**src/rtl/div_pkg.sv**
```systemverilog
// +--------------------------------------------------------------------------+
// | Module   : div_pkg                                                       |
// | Brief    : Shared state encoding and sizing for the sequential divider.  |
// | Revision : 1.0                                                           |
// +--------------------------------------------------------------------------+
`default_nettype none

package div_pkg;

    localparam int DIV_W = 32;
    localparam int CNT_W = $clog2(DIV_W + 1);

    typedef enum logic [1:0] {
        IDLE = 2'd0,
        CALC = 2'd1,
        DONE = 2'd2
    } div_state_e;

endpackage

`default_nettype wire

```
**src/rtl/div_step.sv**
```systemverilog
// +--------------------------------------------------------------------------+
// | Module   : div_step                                                      |
// | Brief    : One restoring-division step: shift in a dividend bit, trial   |
// |            subtract the divisor, keep or restore, emit one quotient bit. |
// | Revision : 1.0                                                           |
// +--------------------------------------------------------------------------+
`default_nettype none

module div_step
    import div_pkg::*;
#(
    parameter int WIDTH = DIV_W
) (
    input  logic [WIDTH-1:0] i_rem,
    input  logic [WIDTH-1:0] i_dvs,
    input  logic             i_msb,
    output logic [WIDTH-1:0] o_rem,
    output logic             o_qbit
);

    logic [WIDTH-1:0] w_low;
    logic [WIDTH-1:0] w_diff;
    logic             w_cout;

    // The shifted partial remainder is WIDTH+1 bits; its top bit is i_rem's MSB.
    // When that bit is set the value already exceeds any divisor, and the
    // WIDTH-bit difference wraps to the correct result.
    assign w_low            = {i_rem[WIDTH-2:0], i_msb};
    assign {w_cout, w_diff} = {1'b0, w_low} + {1'b0, ~i_dvs} + {{WIDTH{1'b0}}, 1'b1};
    assign o_qbit           = i_rem[WIDTH-1] | w_cout;
    assign o_rem            = o_qbit ? w_diff : w_low;

endmodule

`default_nettype wire

```
**src/rtl/seq_divider_32.sv**
```systemverilog
// +--------------------------------------------------------------------------+
// | Module   : seq_divider_32                                                |
// | Brief    : Multi-cycle restoring divider with start/done handshake.      |
// |            Define SIGNED_DIV_EN for two's-complement operands.           |
// | Revision : 1.0                                                           |
// +--------------------------------------------------------------------------+
`default_nettype none

module seq_divider_32
    import div_pkg::*;
#(
    parameter int WIDTH = DIV_W
) (
    input  logic             clk,
    input  logic             rst_n,
    input  logic             start,
    input  logic [WIDTH-1:0] dividend,
    input  logic [WIDTH-1:0] divisor,
    output logic             busy,
    output logic             done,
    output logic [WIDTH-1:0] quotient,
    output logic [WIDTH-1:0] remainder,
    output logic             div_by_zero
);

    localparam int               C_CW   = $clog2(WIDTH + 1);
    localparam logic [WIDTH-1:0] C_ONE  = {{(WIDTH-1){1'b0}}, 1'b1};
    localparam logic [C_CW-1:0]  C_LAST = C_CW'(WIDTH - 1);

    div_state_e       r_state_q, w_state_d;
    logic [C_CW-1:0]  r_cnt_q, w_cnt_d;
    logic [WIDTH-1:0] r_rem_q, w_rem_d;
    logic [WIDTH-1:0] r_quo_q, w_quo_d;
    logic [WIDTH-1:0] r_dvs_q, w_dvs_d;
    logic             r_busy_q, w_busy_d;
    logic             r_done_q, w_done_d;
    logic [WIDTH-1:0] r_quotient_q, w_quotient_d;
    logic [WIDTH-1:0] r_remainder_q, w_remainder_d;
    logic             r_dbz_q, w_dbz_d;

    logic [WIDTH-1:0] w_step_rem;
    logic             w_step_qbit;
    logic [WIDTH-1:0] w_step_quo;
    logic [WIDTH-1:0] w_dvd_mag;
    logic [WIDTH-1:0] w_dvs_mag;
    logic [WIDTH-1:0] w_res_q;
    logic [WIDTH-1:0] w_res_r;

    div_step #(.WIDTH(WIDTH)) u_step (
        .i_rem  (r_rem_q),
        .i_dvs  (r_dvs_q),
        .i_msb  (r_quo_q[WIDTH-1]),
        .o_rem  (w_step_rem),
        .o_qbit (w_step_qbit)
    );

    assign w_step_quo = {r_quo_q[WIDTH-2:0], w_step_qbit};

`ifdef SIGNED_DIV_EN
    logic r_qneg_q, w_qneg_d;
    logic r_rneg_q, w_rneg_d;

    // -2^(W-1) maps onto itself, which is still the right unsigned magnitude.
    assign w_dvd_mag = dividend[WIDTH-1] ? (~dividend + C_ONE) : dividend;
    assign w_dvs_mag = divisor[WIDTH-1]  ? (~divisor + C_ONE)  : divisor;
    assign w_res_q   = r_qneg_q ? (~w_step_quo + C_ONE) : w_step_quo;
    assign w_res_r   = r_rneg_q ? (~w_step_rem + C_ONE) : w_step_rem;
`else
    assign w_dvd_mag = dividend;
    assign w_dvs_mag = divisor;
    assign w_res_q   = w_step_quo;
    assign w_res_r   = w_step_rem;
`endif

    always_comb begin
        w_state_d     = r_state_q;
        w_cnt_d       = r_cnt_q;
        w_rem_d       = r_rem_q;
        w_quo_d       = r_quo_q;
        w_dvs_d       = r_dvs_q;
        w_busy_d      = r_busy_q;
        w_done_d      = 1'b0;
        w_quotient_d  = r_quotient_q;
        w_remainder_d = r_remainder_q;
        w_dbz_d       = r_dbz_q;
`ifdef SIGNED_DIV_EN
        w_qneg_d      = r_qneg_q;
        w_rneg_d      = r_rneg_q;
`endif
        case (r_state_q)
            IDLE: begin
                if (start) begin
                    w_busy_d = 1'b1;
                    w_cnt_d  = '0;
                    if (divisor == '0) begin
                        // Zero divisor skips the iteration; results are loaded now.
                        w_state_d     = DONE;
                        w_done_d      = 1'b1;
                        w_quotient_d  = '1;
                        w_remainder_d = dividend;
                        w_dbz_d       = 1'b1;
                    end else begin
                        w_state_d = CALC;
                        w_rem_d   = '0;
                        w_quo_d   = w_dvd_mag;
                        w_dvs_d   = w_dvs_mag;
`ifdef SIGNED_DIV_EN
                        w_qneg_d  = dividend[WIDTH-1] ^ divisor[WIDTH-1];
                        w_rneg_d  = dividend[WIDTH-1];
`endif
                    end
                end
            end
            CALC: begin
                w_rem_d = w_step_rem;
                w_quo_d = w_step_quo;
                w_cnt_d = r_cnt_q + C_CW'(1);
                if (r_cnt_q == C_LAST) begin
                    w_state_d     = DONE;
                    w_done_d      = 1'b1;
                    w_quotient_d  = w_res_q;
                    w_remainder_d = w_res_r;
                    w_dbz_d       = 1'b0;
                end
            end
            DONE: begin
                w_state_d = IDLE;
                w_busy_d  = 1'b0;
            end
            default: begin
                w_state_d = IDLE;
                w_busy_d  = 1'b0;
            end
        endcase
    end

    always_ff @(posedge clk or negedge rst_n) begin
        if (!rst_n) begin
            r_state_q     <= IDLE;
            r_cnt_q       <= '0;
            r_rem_q       <= '0;
            r_quo_q       <= '0;
            r_dvs_q       <= '0;
            r_busy_q      <= 1'b0;
            r_done_q      <= 1'b0;
            r_quotient_q  <= '0;
            r_remainder_q <= '0;
            r_dbz_q       <= 1'b0;
`ifdef SIGNED_DIV_EN
            r_qneg_q      <= 1'b0;
            r_rneg_q      <= 1'b0;
`endif
        end else begin
            r_state_q     <= w_state_d;
            r_cnt_q       <= w_cnt_d;
            r_rem_q       <= w_rem_d;
            r_quo_q       <= w_quo_d;
            r_dvs_q       <= w_dvs_d;
            r_busy_q      <= w_busy_d;
            r_done_q      <= w_done_d;
            r_quotient_q  <= w_quotient_d;
            r_remainder_q <= w_remainder_d;
            r_dbz_q       <= w_dbz_d;
`ifdef SIGNED_DIV_EN
            r_qneg_q      <= w_qneg_d;
            r_rneg_q      <= w_rneg_d;
`endif
        end
    end

    assign busy        = r_busy_q;
    assign done        = r_done_q;
    assign quotient    = r_quotient_q;
    assign remainder   = r_remainder_q;
    assign div_by_zero = r_dbz_q;

endmodule

`default_nettype wire
```
**config.mk**
```make
export PLATFORM = sky130hd
export DESIGN_NAME = seq_divider_32
export DESIGN_NICKNAME = d
export VERILOG_FILES = /design/src/rtl/div_pkg.sv /design/src/rtl/div_step.sv /design/src/rtl/seq_divider_32.sv
export SDC_FILE = /design/constraint.sdc
export NUM_CORES = 1
export LEC_CHECK = 0
export CAP_MARGIN = 20
export CORE_ASPECT_RATIO = 0.5
export CORE_MARGIN = 3
export CORE_UTILIZATION = 60
export DETAILED_ROUTE_END_ITERATION = 8
export GPL_TIMING_DRIVEN = 0
export PLACE_DENSITY_LB_ADDON = 0.1
export SLEW_MARGIN = 20
export SYNTH_ARGS = -nofsm -noshare
export SYNTH_HDL_FRONTEND = slang
export SYNTH_HIERARCHICAL = 1
export SYNTH_SLANG_ARGS = --single-unit
```
**constraint.sdc**
```tcl
create_clock -name clk -period 8 [get_ports clk]
set_input_delay 1.6 -clock clk [delete_from_list [all_inputs] [get_ports clk]]
set_output_delay 1.6 -clock clk [all_outputs]
set_load 0.01 [all_outputs]
```
==> flow_results.org <==
** Run status
- The flow ran to the end, and the final reports show no timing, DRC or antenna violations.

** Clock tree
- Gates resized during post-CTS repair numbered 0.
- The tree built by TritonCTS fans out to 171 sinks.
- Root Buffer Master :: sky130_fd_sc_hd__clkbuf_16
- Number of buffers inserted to repair setup after CTS :: 0
- Clock tree synthesis inserted a total of 17 buffers.
- Insertion delay to the later sink of the worst-skew pair :: 0.44 ns
- For this design, the CTS-stage hold fixing added 0 buffers.
- Maximum count of clock buffers along a single path :: 2
- Clock tree from TritonCTS :: built
- The H-tree was split into 4 levels.
- Clock-pin slew was measured on the worst setup and hold paths at 0.06 ns.

** Timing
- For the finished layout, the period the worst path requires is 4.16 ns.
- The final count of hold timing violations is 0.
- Crit share post-route :: 52.0%
- PnR worst setup slack :: 3.84 ns
- Fin Setup TNS :: 0 ns
- The worst pin sits at a relative slew slack of a little under three fifths.
- The max-slew violation count was 0.
- Setup violations remaining at the end of the flow were counted as 0.
- Highest clock rate :: 0.241 GHz
- Setup repair after global routing missed its margin :: no
- Actual transition at the worst max-transition pin :: 0.670 ns
- For the final database, setup skew stands at 0.00911 ns.

** Logic synthesis
- Yosys mapped the design onto between 50 and 60 distinct sky130hd cell types.
- Area share of the largest cell type after synthesis :: 42.8%
- Yosys mapped a number of flops with a built-in enable equal to 0.
- Counting every net in the synthesized netlist gives ~1100.
- For this run, asynchronously set or reset flops after synthesis account for 100%.
- The commonest cells after synthesis are sky130_fd_sc_hd__dfrtp_1, sky130_fd_sc_hd__nand2_1, sky130_fd_sc_hd__nor3_1.
- Sequential share of the synthesized area :: 42.8%
- In the synthesized netlist, the number of instances is 1046.
- In the synthesized netlist, mux cells make up 7.64% of the area.
- Seq cells post-synth :: 171
- Post-Synth Simple-Gate Area :: 19.5%
- Summing the areas of all compound-gate instances in the mapped netlist gives 17.3% of the synthesized area.
- Synthesized-area fraction occupied by adder cells :: approximately 4.3%
- During synthesis, Yosys emitted a total of 6 warnings.
- Most instantiated flip-flop cell in the synthesis netlist :: sky130_fd_sc_hd__dfrtp_1
- Library cell with the highest instance count after synthesis :: sky130_fd_sc_hd__dfrtp_1
- Xor-xnor portion of the synthesized cell area :: approximately 2.5%
- Ranked by total cell area, the synthesized netlist is headed by sky130_fd_sc_hd__dfrtp_1, sky130_fd_sc_hd__mux2_1, sky130_fd_sc_hd__nand2_1.
- By area, the combinational part of the netlist is dominated by simple AND/OR/NAND/NOR gates.
- After synthesis the cells add up to 9990 um^2.
- Average instance area after synthesis :: 9.55 um^2
- Of all cell types, the one taking the most synthesized area is sky130_fd_sc_hd__dfrtp_1.

** Worst setup path
- Traced cell by cell, the critical path runs through clkdlybuf4s50_1 > nor4_2 > nand4_1 > o21ai_2 > buf_4 > mux2_1.
- For the worst setup path, the data required time is 8.32 ns.
- STA classifies the critical path endpoint as a register.
- CP max stage delay :: 0.69 ns
- Worst R2R Start :: r_quo_q[31]
- On the critical path, the stage with the largest delay is an instance of sky130_fd_sc_hd__o21ai_2.
- STA classifies the critical path startpoint as a primary input.
- Worst-path maximum fanout :: 10
- Worst path arrival time :: between 4 and 5 ns
- Setup crit start :: divisor[10]
- The critical path is of the primary input to register type.

** Route
- Via count :: 9050
- In the routed layout, each cell is associated on average with a via count of 6.31.
- The first TritonRoute pass finished after 6 iterations.
- The detail route stage leaves a number of antenna-violating nets equal to 0.
- In the final routed layout, each cell accounts on average for 20.0 um.
- The first routing iteration left 1094 violations.
- DRT Wirelength :: between 20000 and 30000 um
- # DRC :: 0

** Global route
- The number of antenna violations at the first check in global routing came to 0.
- Entering global routing, the biggest net connects 66 pins.
- Total congestion overflow :: 0
- The first global-routing pass estimated 45800 um of wire.
- In the global route stage, overall resource usage came out at 31.4%.
- The number of global-route vias before repair came to 8536.

** Floorplan
- The initial utilization of the core area, before any placement, comes to 63.0%.
- Floorplan die area :: 18300 um^2
- Floorplan core area :: 15900 um^2
- Die span in x :: 188 um
- Measured along the y axis, the die boundary spans 97.2 um.
- IO Count :: 134
- Cell Rows :: 32

** Power
- PwrDens :: 480 nW/um^2
- IR Drop Worst-Case VDD :: 0.256 mV
- For this design the static power due to leakage is 5.39 nW.

** Place
- Half-perimeter wire length of the detailed placement result :: 21200 um
- Dpl ws :: between 3 and 4 ns
- Buffers placed on the I/O ports in this run total 133.
- The congestion estimate from routability-driven global placement came to 0.944.

** Cells and area
- After filler insertion, the fill cell instance count of the layout stands at 1132.
- Relative to the synthesized area, the layout overhead comes to 22.4%.
- Antenna cell count :: 0
- Fraction of layout cells with a size suffix above 1 :: 10.6%
- For this run, the post-layout net count is about 1300.

** Min path
- The tightest min-delay check is of the register to register type.
- The worst hold path begins at r_dvs_q[23].

** Job
- The tool flagged a number of max-cap violations equal to 0.
[cell families (layout without fill, tap and decap cells)]
logic type	Yosys count	after routing
compound gates	235	235
xor+xnor	28	28
fa+ha+maj	34	34
buf+inv	131	298
flops	171	171
mux	68	68
simple gates	379	379
[through the flow]
stage                     cells  hold slack [ns]  total power, mW  utilization [%]  instance area, um^2
after floorplan            1046            0.458             3.93                -                 9990
after global placement     1400            0.474             4.74             73.1                11600
after detailed placement   1402            0.483             4.90             73.5                11700
after CTS                  1434            0.498             5.76             77.1                12200
after global routing       1434            0.511             6.23             77.1                12200
final                      1434            0.492             5.87             77.1                12200
[final cells by class]
class                   instances  area (um^2)  share of cell area (%)
repair buffers                135         1390                    11.4
plain buffers                  88          425                    3.48
multi-input cells             744         5120                    41.9
flip-flops and latches        171         4280                    35.0
clock inverters                14          136                    1.12
clock buffers                  18          429                    3.51
inverters                      43          161                    1.32
well taps                     221          277                    2.26
[path summary, 6_finish.rpt]
kind	end	slack, ns	cells after the start
max	r_dvs_q[29]	3.84	6
min reg2reg	r_dvs_q[23]	0.49	1
max reg2reg	remainder[26]	4.03	14
min	r_dvs_q[23]	0.49	1
max in group asynchronous	r_dvs_q[23]	5.96	3
min in group asynchronous	quotient[19]	1.06	1
[routing by layer]
metal,GRT usage [%],part of all wire (%)
met1,46.8,44
met2,47.7,44
met3,6.31,11
met4,6.69,1.4
met5,0,0
[registers in the layout, summed over array words and instances, names as in the netlist, 2 cells and up]
name	cells
quotient	32
r_dvs_q	32
r_quo_q	32
r_rem_q	32
remainder	32
r_cnt_q	6
r_state_q	2
[layout by cell type (no fill, tap or decap), types with 13 or more instances in the layout]
cell type                           n
sky130_fd_sc_hd__dfrtp_1          171
sky130_fd_sc_hd__nand2_1          153
sky130_fd_sc_hd__clkdlybuf4s50_1  132
sky130_fd_sc_hd__nor3_1            68
sky130_fd_sc_hd__mux2_1            61
sky130_fd_sc_hd__clkbuf_1          49
sky130_fd_sc_hd__nor2_1            47
sky130_fd_sc_hd__inv_1             42
sky130_fd_sc_hd__a22o_1            34
sky130_fd_sc_hd__a311oi_1          34
sky130_fd_sc_hd__a2bb2oi_1         33
sky130_fd_sc_hd__ha_1              33
sky130_fd_sc_hd__a21oi_1           33
sky130_fd_sc_hd__or4b_2            32
sky130_fd_sc_hd__nor4_1            32
sky130_fd_sc_hd__o21ai_1           30
sky130_fd_sc_hd__buf_2             28
sky130_fd_sc_hd__o21ai_0           27
sky130_fd_sc_hd__clkbuf_16         17
sky130_fd_sc_hd__xnor2_1           15
sky130_fd_sc_hd__xor2_1            13
[power by group]
part | internal (mW) | total, mW | switching (mW)
registers | 1.23 | 1.51 | 0.279
logic | 1.53 | 3.53 | 2.01
clock network | 0.438 | 0.820 | 0.382
total | 3.20 | 5.87 | 2.67
[critical path, delay by kind of cell]
kind | cells | cell delay (ns)
AND/OR/NAND/NOR | 2 | 1.06
buffers and inverters | 2 | 0.77
AO/OA/AOI/OAI | 1 | 0.69
multiplexers | 1 | 0.34
(Power assumes the default switching activity.)
